**src/rtl/pair_stream_generator.sv**
```systemverilog
// Walks every (neighbour, home) pair of a cell-pair job, issuing cache reads and
// producing pair-valid / nb-load / release strobes aligned with the read data.
module pair_stream_generator #(
  parameter int HOME_ADDR_WIDTH = 8,
  parameter int NB_ADDR_WIDTH   = 8,
  parameter int RD_LATENCY      = 2
) (
  input  logic                       clk,
  input  logic                       rst,
  input  logic                       i_start,
  input  logic [HOME_ADDR_WIDTH-1:0] i_num_home,
  input  logic [NB_ADDR_WIDTH-1:0]   i_num_nb,
  input  logic                       i_stall,
  output logic                       o_home_rd_en,
  output logic [HOME_ADDR_WIDTH-1:0] o_home_rd_addr,
  output logic                       o_nb_rd_en,
  output logic [NB_ADDR_WIDTH-1:0]   o_nb_rd_addr,
  output logic                       o_pair_valid,
  output logic                       o_nb_load,
  output logic                       o_nb_reg_release_flag,
  output logic                       o_busy,
  output logic                       o_done
);
  localparam int DW = (RD_LATENCY > 1) ? $clog2(RD_LATENCY) : 1;
  localparam logic [DW-1:0] DRAIN_LAST = DW'(RD_LATENCY - 1);

  localparam logic [1:0] S_IDLE  = 2'd0;
  localparam logic [1:0] S_RUN   = 2'd1;
  localparam logic [1:0] S_DRAIN = 2'd2;
  localparam logic [1:0] S_DONE  = 2'd3;

  logic [1:0]                 state;
  logic [HOME_ADDR_WIDTH-1:0] home_cnt, home_last;
  logic [NB_ADDR_WIDTH-1:0]   nb_cnt, nb_last;
  logic [DW-1:0]              drain_cnt;
  // Stage 0 is the registered issue itself; stage RD_LATENCY lines up with read data.
  logic [RD_LATENCY:0]        vld_pipe, first_pipe, last_pipe;
  logic                       issue, home_wrap, nb_wrap;

  assign issue     = (state == S_RUN) && !i_stall;
  assign home_wrap = (home_cnt == home_last);
  assign nb_wrap   = (nb_cnt == nb_last);

  assign o_home_rd_en          = vld_pipe[0];
  assign o_nb_rd_en            = first_pipe[0];
  assign o_pair_valid          = vld_pipe[RD_LATENCY];
  assign o_nb_load             = vld_pipe[RD_LATENCY] & first_pipe[RD_LATENCY];
  assign o_nb_reg_release_flag = vld_pipe[RD_LATENCY] & last_pipe[RD_LATENCY];

  always_ff @(posedge clk) begin
    if (rst) begin
      state          <= S_IDLE;
      home_cnt       <= '0;
      nb_cnt         <= '0;
      home_last      <= '0;
      nb_last        <= '0;
      drain_cnt      <= '0;
      vld_pipe       <= '0;
      first_pipe     <= '0;
      last_pipe      <= '0;
      o_home_rd_addr <= '0;
      o_nb_rd_addr   <= '0;
      o_busy         <= 1'b0;
      o_done         <= 1'b0;
    end else begin
      // The pipeline never freezes; the filter threshold leaves room for in-flight pairs.
      vld_pipe   <= {vld_pipe[RD_LATENCY-1:0], issue};
      first_pipe <= {first_pipe[RD_LATENCY-1:0], issue && (home_cnt == '0)};
      last_pipe  <= {last_pipe[RD_LATENCY-1:0], issue && home_wrap};
      o_done     <= 1'b0;
      if (issue) begin
        o_home_rd_addr <= home_cnt;
        o_nb_rd_addr   <= nb_cnt;
      end
      case (state)
        S_IDLE: begin
          o_busy <= i_start;
          if (i_start) begin
            // Compare against count-1 so a full-range count never overflows the counter.
            home_last <= i_num_home - 1'b1;
            nb_last   <= i_num_nb - 1'b1;
            home_cnt  <= '0;
            nb_cnt    <= '0;
            state     <= (i_num_home == '0 || i_num_nb == '0) ? S_DONE : S_RUN;
          end
        end
        S_RUN: begin
          if (issue) begin
            if (home_wrap) begin
              home_cnt <= '0;
              nb_cnt   <= nb_cnt + 1'b1;
              if (nb_wrap) begin
                state     <= S_DRAIN;
                drain_cnt <= '0;
              end
            end else begin
              home_cnt <= home_cnt + 1'b1;
            end
          end
        end
        S_DRAIN: begin
          drain_cnt <= drain_cnt + 1'b1;
          if (drain_cnt == DRAIN_LAST) state <= S_DONE;
        end
        S_DONE: begin
          o_done <= 1'b1;
          state  <= S_IDLE;
        end
        default: state <= S_IDLE;
      endcase
    end
  end
endmodule

```
**config.mk**
```make
export PLATFORM = sky130hd
export DESIGN_NAME = pair_stream_generator
export DESIGN_NICKNAME = d
export VERILOG_FILES = /design/src/rtl/pair_stream_generator.sv
export SDC_FILE = /design/constraint.sdc
export NUM_CORES = 1
export LEC_CHECK = 0
export BUFFER_PORTS_ARGS = -buffer_cell sky130_fd_sc_hd__buf_2
export CAP_MARGIN = 20
export CORE_ASPECT_RATIO = 1.25
export CORE_MARGIN = 2
export CORE_UTILIZATION = 25
export DETAILED_ROUTE_END_ITERATION = 8
export MAX_ROUTING_LAYER = met4
export PLACE_DENSITY_LB_ADDON = 0.25
export RECOVER_POWER = 25
export SETUP_SLACK_MARGIN = 0.2
export SYNTH_ARGS = -nofsm -noshare
export SYNTH_HDL_FRONTEND = slang
export SYNTH_SLANG_ARGS = --single-unit
export TNS_END_PERCENT = 10
```
**constraint.sdc**
```tcl
create_clock -name clk -period 2.4 [get_ports clk]
set_clock_uncertainty 0.05 [all_clocks]
set_input_delay 0.24 -clock clk [delete_from_list [all_inputs] [get_ports clk]]
set_output_delay 0.24 -clock clk [all_outputs]
set_load 0.1 [all_outputs]
```
# [Word level (Yosys, flattened, before mapping)]
# Index checks and enable logic that the tools add are counted.
[totals] ff_bits=62 mem_count=0 word_cells=65 latch_bits=0 ram_bits=0 rom_bits=0 input_bits=20 out_inout_bits=23
[classes] bitwise_logic=2 n_reduce_logical=16 shift=0 n_mux=19 eq_ne=10 div_mod_pow=0 add_sub_neg=5 magnitude_cmp=0 n_mul=0
[ops] op="8-bit two-way mux" count=5
[ops] op="8-bit case mux with 2 select lines" count=2
[ops] op="8-bit logical NOT" count=3
[ops] op="8-bit by 1-bit adder with 8-bit output, second input constant" count=2
[ops] op="8-bit == test" count=2
[ops] op="8-bit by 1-bit subtractor with 8-bit output, second input constant" count=2
[ops] op="2-bit two-way mux" count=6
[ops] op="2-bit != test, second input constant" count=5
[ops] op="2-bit case mux with 4 select lines" count=1
[ops] op="4-bit AND reduction" count=2
[ops] op="5-bit AND reduction" count=1
[ops] op="2-bit == test, second input constant" count=2
[ops] op="1-bit two-way mux" count=4
[ops] op="2-bit nonzero test" count=2
[ops] op="1-bit logical AND" count=3
[ops] op="3-bit AND reduction" count=1
[ops] op="1-bit AND" count=2
[ops] op="2-bit by 1-bit == test with 1-bit output, second input constant" count=1
[ops] op="2-bit logical NOT" count=1
[ops] op="1-bit case mux with 2 select lines" count=1
[ops] op="2-bit AND reduction" count=1
[ops] op="1-bit adder, second input constant" count=1
[ops] op="1-bit logical NOT" count=1
[ops] op="1-bit logical OR" count=1

# [Longest topological paths before layout]
[logic_depth] depth_word=5 mapped_depth=9 mapped_depth_nobuf=7

# [Worst setup path before layout]
# Ideal clock, no wire load.
[synth_path] kind="register -> output" startpoint="register vld_pipe[2]" endpoint="output o_nb_reg_release_flag" stages_incl_launch_ff=2 n_path_buf=0 arrival_ns=1.807 t_required_ns=2.110 slack_ns=0.303 path_cell_list="dfxtp_1 and2_1"
[synth_between] elab_chain_cells=1
[synth_rtl] item="from (decl)" line="37" source="logic [RD_LATENCY:0] vld_pipe, first_pipe, last_pipe;"
[synth_rtl] item="from (signal assigned)" line="67" source="vld_pipe <= {vld_pipe[RD_LATENCY-1:0], issue};"
[synth_rtl] item="1-bit AND" line="48" source="assign o_nb_reg_release_flag = vld_pipe[RD_LATENCY] & last_pipe[RD_LATENCY];"
[synth_rtl] item="to (decl)" line="20" source="output logic o_nb_reg_release_flag,"
# No other way between the ends.

# [Worst setup path in the final report]
[layout_path] startpoint="register state[0]" endpoint="register nb_cnt[3]"
[layout_between] elab_chain_cells=4 elab_cells_between_ends=9 classes_between="eq/ne: 4; mux: 1; reduce/logical: 4"
[layout_rtl] item="from (decl)" line="32" source="logic [1:0] state;"
[layout_rtl] item="from (signal assigned)" line="84" source="state <= (i_num_home == '0 || i_num_nb == '0) ? S_DONE : S_RUN;"
[layout_rtl] item="2-bit by 1-bit == test with 1-bit output" line="40, 75"
[layout_rtl] item="1-bit logical AND" line="40" source="assign issue = (state == S_RUN) && !i_stall;"
[layout_rtl] item="2-bit != test (no source line)"
[layout_rtl] item="4-bit AND reduction (no source line)"
[layout_rtl] item="to (signal assigned)" line="91" source="nb_cnt <= nb_cnt + 1'b1;"
[layout_rtl] item="to (decl)" line="34" source="logic [NB_ADDR_WIDTH-1:0] nb_cnt, nb_last;"
# Parallel ways exist; a longest one is shown, timed or not.
# A chain may end at the register's enable or synchronous reset.

==> out/results.ini <==
[clock_network]
numCtsBuffers = 9
post_cts_resized = 0
tritoncts = done
clkSinkCount = 62
clkLatencyLatePin_ns = 0.32
clkTransAtPathRegs_ns = 0.05
ctsRootBufferMaster = clkbuf_16
clock_path_buffers = 2
postCtsSetupBuffers = 0
cts_hold_buf = 0
htreeDepth = 3

[place]
dp_hpwl_mm = 4.85
gp_congestion = 0.851
buffer_ports.inserted = 42
place_area_um2 = 3300
dp.cells = 511

[sta]
fmax_mhz = 506
worst_pin_slew_ns = 1.18
fin_crit_ns = 1.98
final.setup.tns_ns = 0
finalMaxSlewViolations = 0
timing_hold_violations_final = 0
max_slew_margin_pct = 21.9
setup_viol = 0
grt_setup_unrepaired = no
period_share_pct = 82.4

[finish]
area_growth_pct = 21.0
regArea_um2 = 1240
diodes = 0
fin_area_um2 = 3570
drive_gt1_share_pct = 15.4
fill_cells = 1226
layout.nets = 416
stdcell_count = 527
multi_input_area_um2 = 1560
final_core_utilization_pct = 30.9

[logic_synthesis]
synth_common_cells = dfxtp_1 (62), nand2_1 (42), nor2_1 (28), a21oi_1 (24), xor2_1 (19)
avgSynthCellArea_um2 = 8.60
synthesis.nets = 375
synth-seq-cells = 62
synth.distinct_cells = 40
ys.warnings.count = 0
synth_top_cell_by_area = dfxtp_1
yosysMostFrequentCell = dfxtp_1
synthFlopType = dfxtp_1
synthArstFlopShare_pct = 0
yosysTopAreaCellShare_pct = 42.1
synth_area_um2 = 2950
ys_top_cells_by_area = dfxtp_1 (42%), xor2_1 (5.6%), nand2_1 (5.3%), ha_1 (5.1%), a21oi_1 (4.1%)
netlist_instances = 343
ys_seq_area_share_pct = 42.1
synth-edff-count = 0

[global_routing]
grt_usage_pct = 10.9
grt_start_max_net_pins = 57
grt_pass1_vias = 2345
grt_overflow_total = 0
grt_pass1_wl_mm = 10.9
antenna_found_initial = 0

[pwr]
finalPower_mw = 3.56
peakVddDrop_mv = 0.393
cellPowerDensity_nw_per_um2 = 998
power.leakage_nw = 1.35

[routing]
routedWlPerCell_um = 12.5
vias_per_cell = 4.56
drt_pre_antenna_iters = 4
vias = 2402
wirelength_mm = 6.57
drc = 0
ant_nets = 0
drt_iter0_drc = 91

[setup_path]
critPathLaunch = state[0]$_SDFFE_PP0P_
arrival_ns = 2.19
crit_path_top_delay_cell = or4_1
worst-endpoint-required_ns = 2.61
critical_path.max_stage_delay_ns = 0.51
cp-endpoint = nb_cnt[3]$_SDFFE_PP0P_
crit_cells = 7
r2r_setup_slack_ns = 0.42
critPathLaunchType = flip-flop
path_class = reg -> reg
critical_path.top_delay_family = simple AND/OR/NAND/NOR gates
path_max_fanout = 15
rr_startpoint = state[0]$_SDFFE_PP0P_
path_buf_inv = 2
crit_chain = inv_1 > ha_1 > nand2b_1 > o211ai_1 > buf_4 > or4_1 > a21oi_1
ff2ff_path_depth = 7
end_kind = flip-flop
timing.rr.end = nb_cnt[3]$_SDFFE_PP0P_

[floorplanning]
core_area_um2 = 11600
die_h_um = 125
row_count = 44
die_w_um = 101
ioPinCount = 43
start_util_pct = 25.5
die_area_um2 = 12700

[min_path]
hold_class = in -> reg

[outcome]
status = finished clean

[run]
drv_cap = 0

state kept, by name (all words and copies together) (netlist names):
name and flops:
drain_cnt 1, first_pipe 3, home_cnt 8, home_last 8, last_pipe 3, nb_cnt 8, nb_last 8, o_busy 1
o_done 1, o_home_rd_addr 8, o_nb_rd_addr 8, state 2, vld_pipe 3
worst min path at each step:
| stage | slack [ns] | cells after the start | end | from |
|---|---|---|---|---|
| final | 0.08 | 2 | nb_last[0]$_SDFFE_PP0P_ | i_num_nb[0] |
| after global routing | 0.08 | 2 | nb_last[0]$_SDFFE_PP0P_ | i_num_nb[0] |
| after CTS | 0.08 | 2 | nb_last[0]$_SDFFE_PP0P_ | i_num_nb[0] |
| after detailed placement | 0.37 | 1 | first_pipe[2]$_SDFF_PP0_ | first_pipe[1]$_SDFF_PP0_ |
| after global placement | 0.37 | 1 | vld_pipe[2]$_SDFF_PP0_ | vld_pipe[1]$_SDFF_PP0_ |
| after floorplan | 0.29 | 1 | nb_last[0]$_SDFFE_PP0P_ | i_num_nb[0] |
placed cells by master, fill, tap and decap left out, drive strengths merged, types with 2 or more instances in the layout:
cell,n
nand2,42
o21ai,5
nor4,5
nor2,28
xnor2,14
nor3,14
a31oi,2
clkinvlp,2
dfxtp,62
a211oi,15
and3,4
clkbuf,23
nor2b,7
ha,12
or3,3
o31ai,6
xor2,19
a21oi,24
nand4,10
nand2b,5
a311oi,3
nand3,7
or4,7
inv,13
clkinv,4
buf,37
and2,4
logic make-up (layout without fill, tap and decap cells):
family / count (synthesis) / after routing / share of synthesized area, %
DFF: 62 / 62 / 42.1
AOI/OAI and AO/OA: 61 / 61 / 13.3
and+or+nand+nor: 139 / 139 / 23.1
muxes: 2 / 2 / 0.721
buffers and inverters: 34 / 80 / 5.18
adders and majority gates: 12 / 12 / 5.09
xor gates and xnor gates: 33 / 33 / 10.6
layer usage:
metal  global-route usage, %  routed length (um)  vias to the layer above
met3                    3.02                 288                        4
met2                    16.3                3020                       44
met5                       -                   0                        -
li1                        -                   -                     1272
met1                    13.9                3210                     1082
met4                    4.45                  51                        0
final cells by class:
class                           instances  area share (%)
Tap cell                              138            4.84
Multi-Input combinational cell        247            43.6
Inverter                               13            1.37
Clock buffer                            9            6.31
Timing Repair Buffer                   51            7.26
Sequential cell                        62            34.8
Clock inverter                          7            1.82
through the flow:
| stage | hold WS, ns | worst slack [ns] |
|---|---|---|
| after global routing | 0.0816 | 0.282 |
| after floorplan | 0.286 | 0.303 |
| after detailed placement | 0.375 | 0.430 |
| after global placement | 0.370 | 0.507 |
| after CTS | 0.0789 | 0.421 |
| final | 0.0831 | 0.423 |
where the power goes:
group | internal (mW) | switching (mW) | total, mW
Combinational | 0.379 | 0.695 | 1.07
Sequential | 1.15 | 0.0979 | 1.25
Clock | 0.794 | 0.442 | 1.24
Total | 2.32 | 1.23 | 3.56
(Power assumes the default switching activity.)
